## src/rtl/mem_access_unit.sv

```systemverilog
// Memory stage of the pipeline: issues one data-memory access per load/store,
// stalls upstream until the memory completes, and formats load data for writeback.
module mem_access_unit #(
    parameter int DATA_W = 32,
    parameter int REG_W  = 5,
    parameter int WB_W   = 2
) (
    input  logic              clk,
    input  logic              rst_n,
    input  logic [DATA_W-1:0] alu_res_in,
    input  logic [DATA_W-1:0] data2_in,
    input  logic [DATA_W-1:0] pc_4_in,
    input  logic [REG_W-1:0]  rd_in,
    input  logic [4:0]        mem_ctrl_in,
    input  logic [WB_W-1:0]   wb_ctrl_in,
    output logic              dmem_req,
    output logic              dmem_we,
    output logic [DATA_W-1:0] dmem_addr,
    output logic [DATA_W-1:0] dmem_wdata,
    output logic [3:0]        dmem_be,
    input  logic              dmem_ready,
    input  logic [DATA_W-1:0] dmem_rdata,
    output logic              stall_out,
    output logic [DATA_W-1:0] alu_res_out,
    output logic [DATA_W-1:0] pc_4_out,
    output logic [DATA_W-1:0] load_data_out,
    output logic [REG_W-1:0]  rd_out,
    output logic [WB_W-1:0]   wb_ctrl_out,
    output logic              valid_out,
    output logic              misalign_out
);

    typedef enum logic {IDLE, BUSY} state_t;

    state_t              state_reg;
    logic [DATA_W-1:0]   lat_addr_reg;
    logic [DATA_W-1:0]   lat_pc4_reg;
    logic [REG_W-1:0]    lat_rd_reg;
    logic [WB_W-1:0]     lat_wb_reg;
    logic [2:0]          lat_f3_reg;

    // Request decode
    logic       is_rd, is_wr, is_mem, non_mem, f3_ok, align_ok, mem_go, fault;
    logic [2:0] f3;

    always_comb begin
        is_rd   = mem_ctrl_in[4];
        is_wr   = mem_ctrl_in[3];
        f3      = mem_ctrl_in[2:0];
        is_mem  = is_rd ^ is_wr;
        non_mem = ~is_rd & ~is_wr;
        f3_ok   = 1'b0;
        if (is_rd)
            f3_ok = (f3 == 3'b000) || (f3 == 3'b001) || (f3 == 3'b010) ||
                    (f3 == 3'b100) || (f3 == 3'b101);
        else if (is_wr)
            f3_ok = (f3 == 3'b000) || (f3 == 3'b001) || (f3 == 3'b010);
        case (f3[1:0])
            2'b01:   align_ok = ~alu_res_in[0];
            2'b10:   align_ok = (alu_res_in[1:0] == 2'b00);
            default: align_ok = 1'b1;
        endcase
        mem_go = is_mem & f3_ok & align_ok;
        fault  = ~non_mem & ~mem_go;
    end

    // Store lane placement
    logic [3:0]        st_be;
    logic [DATA_W-1:0] st_wdata;

    always_comb begin
        case (f3[1:0])
            2'b00: begin
                st_be    = 4'b0001 << alu_res_in[1:0];
                st_wdata = {4{data2_in[7:0]}};
            end
            2'b01: begin
                st_be    = 4'b0011 << {alu_res_in[1], 1'b0};
                st_wdata = {2{data2_in[15:0]}};
            end
            default: begin
                st_be    = 4'b1111;
                st_wdata = data2_in;
            end
        endcase
    end

    // Load lane selection and extension
    logic [7:0]        ld_byte;
    logic [15:0]       ld_half;
    logic [DATA_W-1:0] ld_fmt;

    always_comb begin
        case (lat_addr_reg[1:0])
            2'b00:   ld_byte = dmem_rdata[7:0];
            2'b01:   ld_byte = dmem_rdata[15:8];
            2'b10:   ld_byte = dmem_rdata[23:16];
            default: ld_byte = dmem_rdata[31:24];
        endcase
        ld_half = lat_addr_reg[1] ? dmem_rdata[31:16] : dmem_rdata[15:0];
        case (lat_f3_reg)
            3'b000:  ld_fmt = {{24{ld_byte[7]}}, ld_byte};
            3'b001:  ld_fmt = {{16{ld_half[15]}}, ld_half};
            3'b100:  ld_fmt = {24'b0, ld_byte};
            3'b101:  ld_fmt = {16'b0, ld_half};
            default: ld_fmt = dmem_rdata;
        endcase
    end

    assign dmem_addr = {lat_addr_reg[DATA_W-1:2], 2'b00};

    // Gated by rst_n so the stall drops the instant reset asserts.
    assign stall_out = rst_n & ((state_reg == IDLE) ? mem_go : ~dmem_ready);

    always_ff @(posedge clk or negedge rst_n) begin
        if (!rst_n) begin
            state_reg     <= IDLE;
            lat_addr_reg  <= '0;
            lat_pc4_reg   <= '0;
            lat_rd_reg    <= '0;
            lat_wb_reg    <= '0;
            lat_f3_reg    <= '0;
            dmem_req      <= 1'b0;
            dmem_we       <= 1'b0;
            dmem_wdata    <= '0;
            dmem_be       <= '0;
            alu_res_out   <= '0;
            pc_4_out      <= '0;
            load_data_out <= '0;
            rd_out        <= '0;
            wb_ctrl_out   <= '0;
            valid_out     <= 1'b0;
            misalign_out  <= 1'b0;
        end else begin
            case (state_reg)
                IDLE: begin
                    if (mem_go) begin
                        lat_addr_reg <= alu_res_in;
                        lat_pc4_reg  <= pc_4_in;
                        lat_rd_reg   <= rd_in;
                        lat_wb_reg   <= wb_ctrl_in;
                        lat_f3_reg   <= f3;
                        dmem_req     <= 1'b1;
                        dmem_we      <= is_wr;
                        dmem_wdata   <= st_wdata;
                        dmem_be      <= is_wr ? st_be : 4'b0000;
                        valid_out    <= 1'b0;
                        wb_ctrl_out  <= '0;
                        misalign_out <= 1'b0;
                        state_reg    <= BUSY;
                    end else begin
                        alu_res_out   <= alu_res_in;
                        pc_4_out      <= pc_4_in;
                        rd_out        <= rd_in;
                        load_data_out <= '0;
                        valid_out     <= 1'b1;
                        misalign_out  <= fault;
                        wb_ctrl_out   <= fault ? '0 : wb_ctrl_in;
                    end
                end
                BUSY: begin
                    if (dmem_ready) begin
                        alu_res_out   <= lat_addr_reg;
                        pc_4_out      <= lat_pc4_reg;
                        rd_out        <= lat_rd_reg;
                        wb_ctrl_out   <= lat_wb_reg;
                        load_data_out <= dmem_we ? '0 : ld_fmt;
                        valid_out     <= 1'b1;
                        misalign_out  <= 1'b0;
                        dmem_req      <= 1'b0;
                        state_reg     <= IDLE;
                    end else begin
                        valid_out   <= 1'b0;
                        wb_ctrl_out <= '0;
                    end
                end
                default: state_reg <= IDLE;
            endcase
        end
    end

endmodule

```

## config.mk

```make
export PLATFORM = sky130hd
export DESIGN_NAME = mem_access_unit
export DESIGN_NICKNAME = d
export VERILOG_FILES = /design/src/rtl/mem_access_unit.sv
export SDC_FILE = /design/constraint.sdc
export NUM_CORES = 1
export LEC_CHECK = 0
export CORE_MARGIN = 1
export CORE_UTILIZATION = 33
export CTS_CLUSTER_SIZE = 25
export DETAILED_ROUTE_END_ITERATION = 7
export SYNTH_ARGS = -nofsm -noshare
export SYNTH_HDL_FRONTEND = slang
export SYNTH_SLANG_ARGS = --single-unit
```

## constraint.sdc

```tcl
create_clock -name clk -period 4.1 [get_ports clk]
set_input_delay 0.41 -clock clk [delete_from_list [all_inputs] [get_ports clk]]
set_output_delay 0.41 -clock clk [all_outputs]
set_load 0.02 [all_outputs]
```

; ---- After elaboration in Yosys (flattened, before gate mapping)
; Index checks and enable logic that the tools add are counted.
[word_totals]
regBits = 218
inputBits = 143
out_inout_bits = 176
wordCells = 96
[op_classes]
n_eq_ne = 14
shift = 2
muxes = 38
bitwise = 13
n_reduce_logical = 12
[ops]
columns = cell, count
row1 = $pmux 32 s2, 4
row2 = $mux 32, 7
row3 = $pmux 32 s4, 1
row4 = $pmux 8 s3, 1
row5 = $mux 16, 1
row6 = $eq 3x3->1 const B, 4
row7 = $mux 1, 10
row8 = $mux 5, 2
row9 = $pmux 1 s2, 5
row10 = $pmux 5 s2, 1
row11 = $pmux 4 s2, 1
row12 = $not 1->1, 7
row13 = $eq 3x1->1 const B, 2
row14 = $logic_not 2->1, 3
row15 = $logic_not 3->1, 2
row16 = $mux 2, 3
row17 = $ne 2x2->1 const B, 3
row18 = $reduce_and 2->1, 3
row19 = $and 1x1->1, 5
row20 = $eq 2x1->1 const B, 2
row21 = $eq 2x2->1 const B, 2
row22 = $logic_or 1x1->1, 4
row23 = $mux 4, 1
row24 = $pmux 2 s2, 1
row25 = 4 further kinds, 4

; ---- Logic depth before layout (Yosys ltp)
[depth]
word_depth = 13
ltp_mapped = 11
depth_no_buf = 6

; ---- Least setup slack after synthesis
; Ideal clock, no wire load.
[synth_timing]
path_kind = input-to-output
startpoint = input mem_ctrl_in[1]
endpoint = output stall_out
t_arrival_ns = 2.497
setup_slack_ns = 1.193
stages = 11
n_path_buf = 5
cell_sequence = clkbuf_1 inv_1 ha_1 buf_6 or2_1 o221a_1 a31o_1 buf_2 buf_6 buf_2 and2_1
[synth_between]
elab_chain_len = 10
elab_cells_between_ends = 18
cone_classes = 6 x eq/ne / 4 x mux / 3 x bitwise / 5 x reduce/logical
[synth_rtl]
columns = item, line
row1 = "start, declared", 14  ; input logic [4:0] mem_ctrl_in,
row2 = $eq 3x1->1 or $logic_not 3->1 (tied branches), "54, 57"
row3 = $logic_or 1x1->1 (2 in series), "54, 57"
row4 = $logic_or 1x1->1, 54  ; f3_ok = (f3 == 3'b000) || (f3 == 3'b001) || (f3 == 3'b010) ||
row5 = $logic_or 1x1->1, 55  ; (f3 == 3'b100) || (f3 == 3'b101);
row6 = $mux 1, 53  ; if (is_rd)
row7 = $and 1x1->1, 63  ; mem_go = is_mem & f3_ok & align_ok;
row8 = $and 1x1->1 *, 63
row9 = $mux 1 *, 113  ; assign stall_out = rst_n & ((state_reg == IDLE) ? mem_go : ~dmem_ready);
row10 = $and 1x1->1 *, 113
row11 = "end, declared", 23  ; output logic stall_out,
; Every way passes the cells marked *; elsewhere a longest branch is shown, timed or not.

; ---- Worst setup path in the final report
; Ends and elaborated chain as after synthesis.

==> results.yml <==
clocking:
  clkSinkCount: 218
  numCtsBuffers: 26
  cts_tree: "done"
  clk_pin_slew_ns: 0.06
  htreeDepth: 1
  cts_setup_buffers: 0
  root_buffer: "clkbuf_16"
  clock_latency_ns: 0.54
  clock_path_buffers: 3
pwr:
  p_clk_frac: 0.288
  switching_power_mw: 2.717
  comb_power_share: 0.344
  irDropWorstVdd_mv: 0.3931
  seqPwrFrac: 0.367
  swShare: 0.3117
  p_leak_nw: 5.922
  pwr_density_cell_nw_per_um2: 606.2
  cell_internal_pwr_mw: 6.000
global_routing:
  grt_pass1_vias: 7297
  grt_pass1_wl_um: 42180
  grt_max_degree: 104
  overflow: 0
  antenna_found_initial: 1
  track_usage: 0.1700
placed_design:
  gp_congestion: 0.7916
  hpwlAfterDp_um: 18090
  placed_cells: 1379
  port_buffers: 316
synth:
  avgSynthCellArea_um2: 13.75
  synth_edf_count: 0
  ys_warn_count: 0
  ys_types: 44
  yosysMostFrequentCell: "mux2_2"
  async_reset_ff_frac: 1.000
  ys_seq_elements: 218
  yosysTopAreaCell: "dfrtp_1"
  ys_seq_area_frac: 0.5360
  synth_top_area_frac: 0.5360
  synthTopCellsByArea: "dfrtp_1 54%, mux2_2 27%, buf_4 2.4%"
  synthFlopType: "dfrtp_1"
  synth_cells: 740
  synth_common_cells: "245 x mux2_2, 218 x dfrtp_1, 33 x buf_4, 21 x a22o_1, 21 x nand2_1"
  synth_area_um2: 10180
route:
  remaining_drc_errors: 0
  drt_iter0_markers: 218
  drtPass1Iterations: 4
  wl_per_cell_um: 18.92
  wl_um: 27000
  ant_nets: 0
  vias: 6972
  vias_per_cell: 4.886
sta:
  setup_viol: 0
  hold_viol: 0
  fin_hold_ws_ns: 0.3527
  fmax_mhz: 305.0
  min_period_ns: 3.279
  worst_pin_slew_ns: 1.038
  slew_headroom: 0.3079
  rsz0062_at_grt: "no"
  skew_ns: 0.01428
  period_share: 0.7997
  tns_ns: 0
  finalMaxSlewViolations: 0
floorplan:
  core_um2: 29950
  io_pins: 319
  start_util: 0.3398
  rows: 63
  fp.dieArea_um2: 31550
  die_h_um: 177.6
  die_w_um: 177.6
layout:
  area_growth_syn_to_layout_pct: 41.29
  fill_cells: 2709
  fin_cells: 1427
  antenna_cells: 0
  final_nets: 1165
  drive_gt1_frac: 0.2941
critical_path:
  setup.worst_path.start_class: "input pin"
  required_ns: 3.69
  crit_fanout: 15
  r2r_cells: 4
  r2r-end: "load_data_out[22]"
  worstSetupPathType: "in2out"
  cp.arrival_ns: 2.87
  rr_startpoint: "lat_addr_reg[1]"
  r2r_slack_ns: 1.57
  crit_path_end_kind: "output pin"
outcome:
  status: "finished clean"
worst_hold_path:
  hold_path.class: "in2async"
flow_run:
  cap_violations: 0
worst max-delay path, cell delays in order:
cell and delay, ns:
clkdlybuf4s50_1 0.49, inv_1 0.07, ha_1 0.17, buf_4 0.19
or2_1 0.27, o221a_1 0.31, a31o_4 0.27, and2_1 0.15
clkdlybuf4s50_1 0.54
logic make-up after synthesis:
| group | share of synthesized area |
|---|---|
| multiplexers | 0.2912 |
| AND/OR/NAND/NOR | 0.02778 |
| AO/OA/AOI/OAI | 0.07831 |
| adder cells (fa/ha/maj) | 0.004917 |
| other | 0.0003684 |
| buffers and inverters | 0.06146 |
| flip-flops | 0.5360 |
worst max-delay path by stage:
| stage | endpoint | cells after the start | slack [ns] | startpoint |
|---|---|---|---|---|
| 3_5_place_dp | stall_out | 9 | 0.83 | mem_ctrl_in[1] |
| 6_report | stall_out | 9 | 0.82 | mem_ctrl_in[1] |
| 2_1_floorplan | stall_out | 11 | 1.19 | mem_ctrl_in[1] |
| 3_3_place_gp | stall_out | 9 | 0.84 | mem_ctrl_in[1] |
| 4_1_cts | stall_out | 9 | 0.82 | mem_ctrl_in[1] |
| 5_1_grt | stall_out | 9 | 0.73 | mem_ctrl_in[1] |
timing repair:
action / 4_1_cts / 5_1_grt
hold endpoints to repair: 39 / 0
gates resized for setup: 0 / 0
hold buffers: 1 / 0
layout make-up:
type | count | area, um2 | share of cell area
multi-input cells | 423 | 4115 | 0.2861
clock inverters | 10 | 186.4 | 0.01296
repair buffers | 329 | 3306 | 0.2299
inverters | 20 | 75.07 | 0.005220
clock buffers | 37 | 752.0 | 0.05229
flip-flops and latches | 218 | 5459 | 0.3796
well taps | 390 | 488.0 | 0.03393
routing by layer:
metal	wire (um)	part of all wire	vias to the layer above	GRT usage
met5	16	0.00059	-	0
met4	500	0.019	2	0.04274
met3	2101	0.078	34	0.04713
met2	12680	0.47	222	0.2788
met1	11700	0.43	3497	0.2204
li1	-	-	3217	-
cells in the final DEF, fill, tap and decap left out, types with 3 or more instances in the layout:
cell type        count
clkdlybuf4s50_1    315
mux2_2             245
dfrtp_1            217
clkbuf_16           26
nand2_1             21
a22o_1              21
inv_1               19
a221o_1             18
a21oi_1             13
nor2b_1             10
mux2_1              10
nor2_1               9
buf_4                9
a22oi_1              8
nand2b_1             7
o32ai_1              7
mux2i_1              7
o21ai_0              6
o22ai_1              6
clkbuf_8             6
a221oi_1             5
bufinv_16            5
clkbuf_1             5
ha_1                 4
clkinv_2             4
and2_1               3
a32o_1               3
buf_12               3
metrics by stage:
| step | setup slack, ns | power [mW] | util | cell area, um2 |
|---|---|---|---|---|
| floorplan | 1.193 | 4.992 | - | 10180 |
| global placement | 0.8376 | 6.231 | 0.4485 | 13430 |
| detailed placement | 0.8257 | 6.270 | 0.4485 | 13430 |
| CTS | 0.8203 | 8.839 | 0.4801 | 14380 |
| global route | 0.7302 | 9.186 | 0.4801 | 14380 |
| finish | 0.8214 | 8.717 | 0.4801 | 14380 |
power by group through the flow:
| stage | Combinational [mW] | Sequential, mW | Clock, mW |
|---|---|---|---|
| after floorplan | 1.46 | 3.53 | 0 |
| after global placement | 3.02 | 3.21 | 0 |
| after global routing | 3.20 | 3.30 | 2.68 |
| after CTS | 3.05 | 3.21 | 2.58 |
| final | 3.00 | 3.20 | 2.51 |
| after detailed placement | 3.03 | 3.24 | 0 |
(Power assumes the default switching activity.)
